$ cat src/rtl/npu_conv_mac_engine.sv
// npu_conv_mac_engine: host-driven K_H x K_W window dot-product engine with ReLU, saturation and channel accumulate
module npu_conv_mac_engine #(
   parameter int K_H   = 3,
   parameter int K_W   = 3,
   parameter int DW    = 8,
   parameter int ACC_W = 24
) (
   input  logic        clk,
   input  logic        rst_ni,
   input  logic        ena,
   input  logic        wea,
   input  logic [15:0] addra,
   input  logic [31:0] dina,
   output logic [31:0] douta,
   output logic        irq_o
);
   localparam int CSW = 2 * DW + $clog2(K_H) + 1;
   localparam int SW  = (CSW > ACC_W ? CSW : ACC_W) + 1;
   localparam int CW  = K_W > 1 ? $clog2(K_W) : 1;

   if (K_H < 1 || K_H * DW > 32) begin : g_bad_kh
      $error("npu_conv_mac_engine: K_H*DW must be 1..32 bits");
   end
   if (K_W < 1 || K_W > 15) begin : g_bad_kw
      $error("npu_conv_mac_engine: K_W must be 1..15");
   end
   if (ACC_W <= 2 * DW || ACC_W > 32) begin : g_bad_acc
      $error("npu_conv_mac_engine: need 2*DW < ACC_W <= 32");
   end

   typedef enum logic [1:0] {IDLE, RUN, POST} state_t;

   state_t                  state, state_nxt;
   logic                    busy, run, post;
   logic [CW-1:0]           col;
   logic signed [DW-1:0]    pix [K_W][K_H];
   logic signed [DW-1:0]    wgt [K_W][K_H];
   logic signed [ACC_W-1:0] acc, acc_nxt, result;
   logic signed [CSW-1:0]   col_sum;
   logic signed [SW-1:0]    sum;
   logic                    pos_ovf, neg_ovf;
   logic [31:0]             count, rd_data;
   logic                    relu_en, accum_mode, done, sat, err;
   logic [3:0]              sel;
   logic                    wr, rd, wr_ctrl, wr_pix, wr_wgt, wr_cfg;
   logic                    start, acc_clr, win_clr, flg_clr, pix_wr, wgt_ok, wgt_wr, cfg_wr, bad;
   logic [CW-1:0]           widx;
   logic                    unused_bits;

   assign sel         = addra[3:0];
   assign widx        = addra[4 +: CW];
   assign unused_bits = ^{addra[15:8], dina};
   assign wr          = ena & wea;
   assign rd          = ena & ~wea;
   assign wr_ctrl     = wr && sel == 4'h0;
   assign wr_pix      = wr && sel == 4'h1;
   assign wr_wgt      = wr && sel == 4'h2;
   assign wr_cfg      = wr && sel == 4'h3;
   assign start       = wr_ctrl & dina[0] & ~busy;
   assign acc_clr     = wr_ctrl & dina[1] & ~busy;
   assign win_clr     = wr_ctrl & dina[2] & ~busy;
   assign flg_clr     = wr_ctrl & dina[3] & ~busy;
   assign pix_wr      = wr_pix & ~busy;
   assign wgt_ok      = addra[7:4] < 4'(K_W);
   assign wgt_wr      = wr_wgt & ~busy & wgt_ok;
   assign cfg_wr      = wr_cfg & ~busy;
   // every host write except reads is refused while a dot product is in flight
   assign bad         = busy ? (wr_pix | wr_wgt | wr_cfg | (wr_ctrl & |dina[3:0])) : (wr_wgt & ~wgt_ok);

   always_ff @(posedge clk) begin
      if (!rst_ni) state <= IDLE;
      else state <= state_nxt;
   end

   always_comb begin
      state_nxt = IDLE;
      if (state == IDLE) state_nxt = start ? RUN : IDLE;
      else if (state == RUN) state_nxt = col == CW'(K_W - 1) ? POST : RUN;
   end

   always_comb begin
      busy = state != IDLE;
      run  = state == RUN;
      post = state == POST;
   end

   // column sum is wide enough that only the accumulator add can overflow
   always_comb begin
      col_sum = '0;
      for (int r = 0; r < K_H; r++) col_sum = col_sum + CSW'(pix[col][r]) * CSW'(wgt[col][r]);
      sum     = SW'(acc) + SW'(col_sum);
      pos_ovf = !sum[SW-1] && |sum[SW-2:ACC_W-1];
      neg_ovf = sum[SW-1] && !(&sum[SW-2:ACC_W-1]);
      acc_nxt = pos_ovf ? {1'b0, {(ACC_W-1){1'b1}}} : neg_ovf ? {1'b1, {(ACC_W-1){1'b0}}} : sum[ACC_W-1:0];
   end

   always_comb rd_data = sel == 4'h0 ? {28'd0, err, sat, done, busy} : sel == 4'h1 ? 32'(result) : sel == 4'h2 ? count : '0;

   always_ff @(posedge clk) begin
      if (!rst_ni || win_clr) pix <= '{default: '0};
      else if (pix_wr) begin
         for (int c = 0; c < K_W - 1; c++) pix[c] <= pix[c + 1];
         for (int r = 0; r < K_H; r++) pix[K_W - 1][r] <= dina[r*DW +: DW];
      end
   end

   always_ff @(posedge clk) begin
      if (!rst_ni) wgt <= '{default: '0};
      else if (wgt_wr) for (int r = 0; r < K_H; r++) wgt[widx][r] <= dina[r*DW +: DW];
   end

   always_ff @(posedge clk) begin
      if (!rst_ni) begin
         col        <= '0;
         acc        <= '0;
         result     <= '0;
         count      <= '0;
         relu_en    <= 1'b0;
         accum_mode <= 1'b0;
         done       <= 1'b0;
         sat        <= 1'b0;
         err        <= 1'b0;
         irq_o      <= 1'b0;
         douta      <= '0;
      end else begin
         col   <= run ? col + CW'(1) : '0;
         acc   <= run ? acc_nxt : (acc_clr || (start && !accum_mode)) ? '0 : acc;
         sat   <= (flg_clr || start) ? 1'b0 : (run && (pos_ovf || neg_ovf)) ? 1'b1 : sat;
         done  <= (flg_clr || start) ? 1'b0 : post ? 1'b1 : done;
         err   <= flg_clr ? 1'b0 : bad ? 1'b1 : err;
         irq_o <= post;
         if (post) begin
            result <= (relu_en && acc[ACC_W-1]) ? '0 : acc;
            count  <= count + 32'd1;
         end
         if (cfg_wr) {accum_mode, relu_en} <= dina[1:0];
         if (rd) douta <= rd_data;
      end
   end
endmodule

$ cat config.mk
export PLATFORM = sky130hd
export DESIGN_NAME = npu_conv_mac_engine
export DESIGN_NICKNAME = d
export VERILOG_FILES = /design/src/rtl/npu_conv_mac_engine.sv
export SDC_FILE = /design/constraint.sdc
export NUM_CORES = 1
export LEC_CHECK = 0
export CAP_MARGIN = 10
export CORE_ASPECT_RATIO = 1.1
export CORE_MARGIN = 8
export CORE_UTILIZATION = 40
export DETAILED_ROUTE_END_ITERATION = 8
export GPL_TIMING_DRIVEN = 0
export REMOVE_ABC_BUFFERS = 1
export SETUP_SLACK_MARGIN = 0.1
export SYNTH_ARGS = -nofsm -noshare
export SYNTH_HDL_FRONTEND = slang
export SYNTH_SLANG_ARGS = --single-unit
export TNS_END_PERCENT = 100
$ cat constraint.sdc
create_clock -name clk -period 9.5 [get_ports clk]
set_input_delay 1.9 -clock clk [delete_from_list [all_inputs] [get_ports clk]]
set_output_delay 1.9 -clock clk [all_outputs]
set_load 0.005 [all_outputs]
==> results.sh, run 1 <==
export IMPL_die_width_um=237.5
export IMPL_whs_ps=453.3
export IMPL_overflow=0
export IMPL_grt_max_degree=89
export IMPL_final_cell_mix="inv_1, nand2_1, fa_1, dfxtp_1, nor2_1"
export IMPL_finalClockSkew_ps=15.52
export IMPL_clk_latency_ps=570
export IMPL_report_final_slew_viol_count=0
export IMPL_route_detailed_drc=0
export IMPL_wirelength_um=52940
export IMPL_fmax_mhz=112.7
export IMPL_grt_pass1_wl_um=88180
export IMPL_first_iter_violations=906
export IMPL_worst_pin_slew_ps=1226
export IMPL_r2r_slack_ps=630
export IMPL_max_slew_margin_pct=18.27
export IMPL_fin_tns_setup_ps=0
export IMPL_yosysWarnings=0
export IMPL_rsz0062_at_grt="no"
export IMPL_syn_inst=2433
export IMPL_drv_cap=0
export IMPL_routed_via_count=15940
export IMPL_outcome="finished clean"
export IMPL_row_count=89
export IMPL_powerDensity_nw_per_um2=95.41
export IMPL_worstPathArrival_ps=9350
export IMPL_antenna_found_initial=0
export IMPL_vias_per_cell=5.056
export IMPL_fin_crit_ps=8871
export IMPL_synth_seq_cells=266
export IMPL_critPathSlowestCell="o21ai_0"
export IMPL_cts_num_sinks=266
export IMPL_final_area_um2=24110
export IMPL_avgSynthCellArea_um2=8.870
export IMPL_crit_type="register to register"
export IMPL_postCtsHoldBufs=0
export IMPL_io_pins=85
export IMPL_synthesis_area_um2=21580
export IMPL_port_buffers=68
export IMPL_hold_violations=0
export IMPL_layout_drive_gt1_share_pct=4.494
export IMPL_nets=2900
export IMPL_postSynth_asyncResetShare_pct=0
export IMPL_crit_path_max_incr_delay_ps=660
export IMPL_dp_hpwl_um=42290
export IMPL_drtPass1Iterations=4
export IMPL_initial_core_util_pct=40.37
export IMPL_mostFrequentLayoutCell="inv_1"
export IMPL_grt_pass1_vias=16880
export IMPL_crit_path_max_fanout=39
export IMPL_die_area_um2=61650
export IMPL_cts_tree="yes"
export IMPL_r2r_worst_path_cells=27
export IMPL_stdcell_count=3152
export IMPL_end_kind="register"
export IMPL_synth_seq_area_share_pct=24.68
export IMPL_place_inst=3096
export IMPL_areaGrowthSynthToFinish_pct=11.72
export IMPL_ctsRootBufferMaster="clkbuf_16"
export IMPL_peakVddDrop_v=0.0001154
export IMPL_min_path_cells=2
export IMPL_yosysUniqueCellTypes=66
export IMPL_post_route_period_util_pct=93.38
export IMPL_total_power_uw=2300
export IMPL_track_usage_pct=17.44
export IMPL_num_antenna_cells=0
export IMPL_setup_viol=0
export IMPL_power_leakage_uw=0.01030
export IMPL_globalplace_congestion=0.9019
export IMPL_hold_class="register to register"
export IMPL_cp_required_ps=9980
export IMPL_critPathMostFrequentCell="fa_1"
export IMPL_htreeDepth=1
export IMPL_path_clk_slew_ps=60
export IMPL_synthFlopType="dfxtp_1"
export IMPL_design_core_area_um2=53450
export IMPL_cts_buffer_depth=3
export IMPL_ant_nets=0
export IMPL_cts_inserted_buffers=28
export IMPL_wl_per_cell_um=16.80
export IMPL_die_h_um=259.6
export IMPL_placed_cell_area_um2=23010
export IMPL_synth_edf_count=0
export IMPL_cp_start_kind="register"
[layer usage]
metal / GRT usage, % / part of all wire, % / vias up
met1: 22.47 / 45 / 7892
met4: 4.104 / 2.4 / 0
met3: 2.255 / 3.4 / 71
met2: 30.84 / 49 / 269
li1: - / - / 7703
met5: 0 / 0 / -
[cells in the mapped netlist (23+ instances only)]
cell,n,share of area [%]
a21oi_1,133,3.1
a22oi_1,28,0.97
and2_1,54,1.6
clkbuf_1,72,1.3
dfxtp_1,266,25
fa_1,280,26
ha_1,118,6.8
inv_1,406,7.1
mux2i_1,102,4.7
nand2_1,343,6.0
nor2_1,157,2.7
nor2b_1,86,2.5
o21a_1,23,0.80
o21ai_0,65,1.5
xnor2_1,40,1.6
[layout make-up]
| class | count | area (µm²) |
|---|---|---|
| inverter | 406 | 1528 |
| tap | 682 | 853.3 |
| fill | 5234 | 29340 |
| clock buffer | 41 | 789.5 |
| timing repair buffer | 89 | 1006 |
| multi-input combinational | 1659 | 14490 |
| clock inverter | 9 | 108.9 |
| sequential | 266 | 5333 |
[cell families (layout without fill, tap and decap cells)]
| family | Yosys count | after routing | synth area share [%] |
|---|---|---|---|
| xor+xnor | 54 | 54 | 2.192 |
| buf+inv | 509 | 545 | 9.056 |
| simple gates | 743 | 744 | 16.15 |
| mux | 103 | 103 | 4.783 |
| flops | 266 | 266 | 24.68 |
| fa+ha+maj | 398 | 398 | 32.82 |
| compound gates | 360 | 360 | 10.33 |
[sequential cells by signal, summed over array words and instances, names as in the netlist, 2 cells and up]
name / cells
pix: 72
col: 2
count: 32
wgt: 72
result: 24
douta: 32
acc: 24
state: 2
[per-stage QoR]
stage	setup WS [ps]	utilization [%]
finish	628.9	45.11
global route	83.50	45.11
CTS	138.9	44.88
detailed placement	-922.8	43.05
global placement	-5536	42.44
floorplan	-870.8	-
[what timing repair did]
action	4_1_cts	5_1_grt
setup endpoints to repair	24	17
endpoints found under the hold margin	0	0
buffers inserted	3	2
pin swaps	1	0
cloned	1	0
gates resized for setup	17	26
[report_power, final]
group	internal (µW)	switching, µW
clock	628	455
sequential	1120	3.71
combinational	43.1	49.1
total	1790	508
[worst max-delay path, delay by kind of cell, from the launching register on]
| kind | cells | cell delay (ps) |
|---|---|---|
| buf+inv | 5 | 660 |
| simple gates | 4 | 740 |
| flops | 1 | 540 |
| mux | 1 | 170 |
| fa+ha+maj | 9 | 4170 |
| xor+xnor | 1 | 120 |
| compound gates | 7 | 2300 |
[final timing paths]
path / start / endpoint
hold reg to reg: wgt[27]$_SDFFE_PN0P_ / wgt[27]$_SDFFE_PN0P_
setup reg to reg: col[1]$_SDFF_PN0_ / acc[18]$_SDFFE_PN0P_
setup / recovery: col[1]$_SDFF_PN0_ / acc[18]$_SDFFE_PN0P_
hold / removal: wgt[27]$_SDFFE_PN0P_ / wgt[27]$_SDFFE_PN0P_
Power figures use the tool's default switching activity.
==> run 2: changes to the inputs <==
- CORE_ASPECT_RATIO: 1.1 -> 0.5
- CTS_BUF_LIST: not set -> sky130_fd_sc_hd__clkbuf_4
- HOLD_SLACK_MARGIN: not set -> 0.15
==> run 2 against run 1 <==
Net effect: worst setup slack got worse by 130 ps; sequential share of layout area increased by 0.15 points; cell area decreased by 0.69%.
==> results.sh, run 2 (synthesis gave the netlist of run 1 again) <==
export IMPL_reg_top3="pix x72, wgt x72"
export IMPL_io_pins=85
export IMPL_areaGrowthSynthToFinish_pct=10.95
export IMPL_crit_path_max_fanout=14
export IMPL_r2r_worst_path_cells=31
export IMPL_globalplace_congestion=0.8891
export IMPL_row_count=60
export IMPL_ant_nets=0
export IMPL_die_width_um=344.5
export IMPL_vias_per_cell=4.917
export IMPL_r2r_slack_ps=500
export IMPL_nets=2941
export IMPL_worst_pin_slew_ps=1197
export IMPL_post_route_period_util_pct=94.79
export IMPL_drtPass1Iterations=7
export IMPL_setup_viol=0
export IMPL_track_usage_pct=17.24
export IMPL_final_cell_mix="inv_1, nand2_1, fa_1, dfxtp_1, nor2_1"
export IMPL_worstReg2RegStart="col[0]$_SDFF_PN0_"
export IMPL_htreeDepth=3
export IMPL_min_from="pix[31]$_SDFFE_PP0P_"
export IMPL_overflow=0
export IMPL_clk_latency_ps=730
export IMPL_hold_class="register to register"
export IMPL_end_kind="register"
export IMPL_finalClockSkew_ps=34.08
export IMPL_power_leakage_uw=0.01030
export IMPL_critPathSlowestCell="nor2_2"
export IMPL_worstPathArrival_ps=9640
export IMPL_crit_type="register to register"
export IMPL_cts_num_sinks=266
export IMPL_hold_violations=0
export IMPL_ctsRootBufferMaster="clkbuf_4"
export IMPL_first_iter_violations=856
export IMPL_cts_inserted_buffers=67
export IMPL_initial_core_util_pct=40.32
export IMPL_postCtsHoldBufs=0
export IMPL_placed_cell_area_um2=23070
export IMPL_design_core_area_um2=53530
export IMPL_grt_pass1_wl_um=87770
export IMPL_min_path_cells=2
export IMPL_powerDensity_nw_per_um2=89.09
export IMPL_die_h_um=180.2
export IMPL_cts_tree="yes"
export IMPL_fmax_mhz=111.1
export IMPL_grt_pass1_vias=16550
export IMPL_rsz0062_at_grt="no"
export IMPL_path_clk_slew_ps=60
export IMPL_die_area_um2=62090
export IMPL_cp_start_kind="register"
export IMPL_route_detailed_drc=0
export IMPL_fin_crit_ps=9005
export IMPL_cp_required_ps=10140
export IMPL_final_area_um2=23940
export IMPL_routed_via_count=15920
export IMPL_peakVddDrop_v=0.00005271
export IMPL_wirelength_um=52320
export IMPL_layout_drive_gt1_share_pct=6.029
export IMPL_mostFrequentLayoutCell="inv_1"
export IMPL_total_power_uw=2133
export IMPL_report_final_slew_viol_count=0
export IMPL_fillers=5216
export IMPL_port_buffers=68
export IMPL_wl_per_cell_um=16.16
export IMPL_cts_buffer_depth=3
export IMPL_max_slew_margin_pct=20.23
export IMPL_drv_cap=0
export IMPL_holdPathEnd="pix[55]$_SDFFE_PP0P_"
export IMPL_outcome="finished clean"
export IMPL_reg2reg_to="acc[18]$_SDFFE_PN0P_"
export IMPL_dp_hpwl_um=40950
export IMPL_antenna_found_initial=2
export IMPL_crit_path_max_incr_delay_ps=540
export IMPL_grt_max_degree=102
-- run 2: changes by cell type in the layout (fill, tap and decap cells not counted), moves of 4 or more --
cell and delta:
clkbuf_4 +88, clkbuf_16 -28, clkbuf_1 -9, a21oi_1 +7, a21oi_2 -6, o21ai_0 +5
clkbuf_8 -4, clkinv_1 +4
-- run 2: per-layer routing --
metal,track usage (%),wire length (µm),up-vias
li1,-,-,7804
met1,24.72,25570,7676
met5,0,0,-
met3,2.719,2413,89
met2,26.64,23150,348
met4,5.061,1186,0
-- run 2: stage by stage --
step	hold WS, ps	std cells	TNS [ps]	utilization [%]	setup slack (ps)
final	447.7	3237	0	44.73	495.4
after floorplan	435.3	2330	-16280	-	-870.8
after global placement	440.5	3111	-326300	42.45	-5326
after CTS	453.5	3229	0	44.52	127.1
after detailed placement	445.1	3129	-11040	43.10	-704.9
after global routing	474.6	3237	0	44.73	58.99
-- run 2: worst max path at each step --
stage / slack (ps) / end / from
global placement: -5330 / acc[18]$_SDFFE_PN0P_ / col[1]$_SDFF_PN0_
floorplan: -870 / acc[18]$_SDFFE_PN0P_ / col[0]$_SDFF_PN0_
CTS: 130 / acc[18]$_SDFFE_PN0P_ / col[0]$_SDFF_PN0_
global route: 60 / acc[18]$_SDFFE_PN0P_ / col[1]$_SDFF_PN0_
detailed placement: -700 / acc[18]$_SDFFE_PN0P_ / col[0]$_SDFF_PN0_
finish: 500 / acc[18]$_SDFFE_PN0P_ / col[0]$_SDFF_PN0_
-- run 2: worst max-delay path: cells and delay by family (launching register included) --
family,cells,cell delay [ps]
xor gates and xnor gates,1,120
and+or+nand+nor,5,1270
adders and majority gates,9,4050
DFF,1,500
AOI/OAI and AO/OA,9,2110
buffers and inverters,7,840
-- run 2: timing repair --
| item | 4_1_cts | 5_1_grt |
|---|---|---|
| pin swaps | 1 | 2 |
| endpoints found under the hold margin | 0 | 0 |
| setup endpoints to repair | 24 | 24 |
| resized for setup | 7 | 9 |
| gates cloned | 1 | 0 |
| buffers inserted | 0 | 4 |
-- run 2: final cells by class --
type	instances	area [µm²]	area share (%)
Antenna cell	3	7.507	0.03135
Multi-Input combinational cell	1659	14390	60.11
Clock buffer	88	660.6	2.759
Inverter	406	1524	6.365
Clock inverter	11	73.82	0.3083
Sequential cell	266	5333	22.27
Tap cell	713	892.1	3.726
Timing Repair Buffer	91	1061	4.431
-- run 2: report_power, final --
group          switching, µW  internal, µW  total, µW  leakage (µW)
clock                    464           452        916      0.000446
combinational           50.1          43.4       93.5       0.00771
sequential              3.64          1120       1120       0.00215
==> run 3: changes to the inputs <==
- CTS_BUF_LIST: sky130_fd_sc_hd__clkbuf_4 -> sky130_fd_sc_hd__clkbuf_16
==> run 3 against run 2 <==
Net effect: combinational power is essentially flat; via count shrank 1.1%; sequential power is essentially flat; routed wire length shrank 0.92%; clock power grew 9.1%; clock skew shrank 23 ps; first-iteration DRC count shrank 4.0%.
==> results.sh, run 3 (synthesis gave the netlist of run 1 again) <==
export IMPL_reg2reg_to="acc[18]$_SDFFE_PN0P_"
export IMPL_crit_type="register to register"
export IMPL_drtPass1Iterations=5
export IMPL_cts_num_sinks=266
export IMPL_grt_max_degree=102
export IMPL_route_detailed_drc=0
export IMPL_end_kind="register"
export IMPL_reg_top3="pix x72, wgt x72"
export IMPL_htreeDepth=1
export IMPL_critical_path_depth=31
export IMPL_track_usage_pct=16.91
export IMPL_grt_pass1_vias=16200
export IMPL_fmax_mhz=111.1
export IMPL_place_ws_ps=-704.9
export IMPL_power_leakage_uw=0.01030
export IMPL_fin_tns_setup_ps=0
export IMPL_setup_viol=0
export IMPL_critPathSlowestCell="nor2_2"
export IMPL_crit_path_max_fanout=14
export IMPL_vias_per_cell=4.942
export IMPL_worstPathArrival_ps=9490
export IMPL_peakVddDrop_v=0.0001252
export IMPL_drv_cap=0
export IMPL_worst_slack_ps=498.1
export IMPL_powerDensity_nw_per_um2=92.29
export IMPL_wl_per_cell_um=16.28
export IMPL_first_iter_violations=822
export IMPL_cts_tree="yes"
export IMPL_worst_pin_slew_ps=1197
export IMPL_hold_violations=0
export IMPL_min_from="wgt[29]$_SDFFE_PN0P_"
export IMPL_rsz0062_at_grt="no"
export IMPL_whs_ps=452.7
export IMPL_path_clk_slew_ps=60
export IMPL_finalClockSkew_ps=11.31
export IMPL_post_route_period_util_pct=94.76
export IMPL_fin_crit_ps=9002
export IMPL_overflow=0
export IMPL_cp_start_kind="register"
export IMPL_worstReg2RegStart="col[0]$_SDFF_PN0_"
export IMPL_mostFrequentLayoutCell="inv_1"
export IMPL_die_area_um2=62090
export IMPL_holdPathEnd="wgt[29]$_SDFFE_PN0P_"
export IMPL_crit_path_max_incr_delay_ps=550
export IMPL_port_buffers=68
export IMPL_ant_nets=0
export IMPL_r2r_slack_ps=500
export IMPL_grt_pass1_wl_um=86860
export IMPL_cts_inserted_buffers=27
export IMPL_wirelength_um=51840
export IMPL_hold_class="register to register"
export IMPL_crit_buf_inv=7
export IMPL_clk_latency_ps=560
export IMPL_crit_family="adder cells"
export IMPL_nets=2901
export IMPL_outcome="finished clean"
export IMPL_io_pins=85
export IMPL_final_cell_mix="inv_1, nand2_1, fa_1, dfxtp_1, nor2_1"
export IMPL_r2r_worst_path_cells=31
export IMPL_met2_usage_pct=26.83
export IMPL_layout_drive_gt1_share_pct=3.642
export IMPL_row_count=60
export IMPL_dp_hpwl_um=40950
export IMPL_max_slew_margin_pct=20.18
export IMPL_report_final_slew_viol_count=0
export IMPL_grt_util_met1_pct=24.69
export IMPL_num_antenna_cells=0
export IMPL_postCtsHoldBufs=0
export IMPL_fillers=5160
export IMPL_areaGrowthSynthToFinish_pct=11.31
export IMPL_use_met3_pct=2.173
export IMPL_die_width_um=344.5
export IMPL_busiest_layer="met2"
export IMPL_min_path_cells=2
export IMPL_initial_core_util_pct=40.32
export IMPL_antenna_found_initial=0
export IMPL_globalplace_congestion=0.8891
export IMPL_cts_buffer_depth=3
export IMPL_routed_via_count=15740
export IMPL_cp_required_ps=9990
export IMPL_design_core_area_um2=53530
export IMPL_ctsRootBufferMaster="clkbuf_16"
export IMPL_total_power_uw=2217
export IMPL_die_h_um=180.2
run 3: cell types whose count changed in the layout (fill, tap and decap cells not counted):
cell | previous run | this run
clkbuf_4 | 88 | 0
clkbuf_16 | 0 | 27
inv_1 | 406 | 417
diode_2 | 3 | 0
inv_2 | 3 | 0
clkinv_1 | 4 | 6
clkinv_2 | 2 | 1
clkinvlp_4 | 1 | 0
inv_16 | 0 | 1
inv_6 | 0 | 1
inv_8 | 0 | 1
o21ai_1 | 14 | 13
o21ai_2 | 2 | 3
run 3: cell type report:
cell class / count / area [µm²] / area share, %
timing repair buffer: 91 / 1061 / 4.417
multi-input combinational: 1659 / 14400 / 59.93
sequential: 266 / 5333 / 22.20
clock inverter: 22 / 138.9 / 0.5782
tap: 713 / 892.1 / 3.714
inverter: 406 / 1524 / 6.344
clock buffer: 27 / 675.6 / 2.813
run 3: layer usage:
layer | part of all wire, % | up-vias
li1 | - | 7703
met1 | 49 | 7675
met2 | 45 | 295
met3 | 4.3 | 63
met4 | 1.7 | 0
met5 | 0 | -
run 3: repair_timing:
| item | 4_1_cts | 5_1_grt |
|---|---|---|
| resized for setup | 7 | 10 |
| setup endpoints to repair | 24 | 24 |
| pin swaps | 1 | 2 |
| buffers inserted | 0 | 4 |
| cloned | 1 | 0 |
run 3: through the flow:
step | cells | utilization (%) | cell area, µm²
after floorplan | 2330 | - | 21150
after global placement | 3111 | 42.45 | 22720
after detailed placement | 3129 | 43.10 | 23070
after CTS | 3179 | 44.67 | 23910
after global routing | 3184 | 44.88 | 24020
final | 3184 | 44.88 | 24020
run 3: worst max path at each step:
stage,start,to
after floorplan,col[0]$_SDFF_PN0_,acc[18]$_SDFFE_PN0P_
after global placement,col[1]$_SDFF_PN0_,acc[18]$_SDFFE_PN0P_
after detailed placement,col[0]$_SDFF_PN0_,acc[18]$_SDFFE_PN0P_
after CTS,col[0]$_SDFF_PN0_,acc[18]$_SDFFE_PN0P_
after global routing,col[0]$_SDFF_PN0_,acc[18]$_SDFFE_PN0P_
final,col[0]$_SDFF_PN0_,acc[18]$_SDFFE_PN0P_
run 3: worst min-delay path, cell delays in order (launching register included):
cell and delay [ps]:
dfxtp_1 310, nand2_1 50, a21boi_1 50
run 3: report_power, final:
| group | switching (µW) | leakage (µW) | internal, µW |
|---|---|---|---|
| sequential | 3.62 | 0.00215 | 1120 |
| combinational | 50.2 | 0.00771 | 43.4 |
| clock | 453 | 0.000439 | 545 |
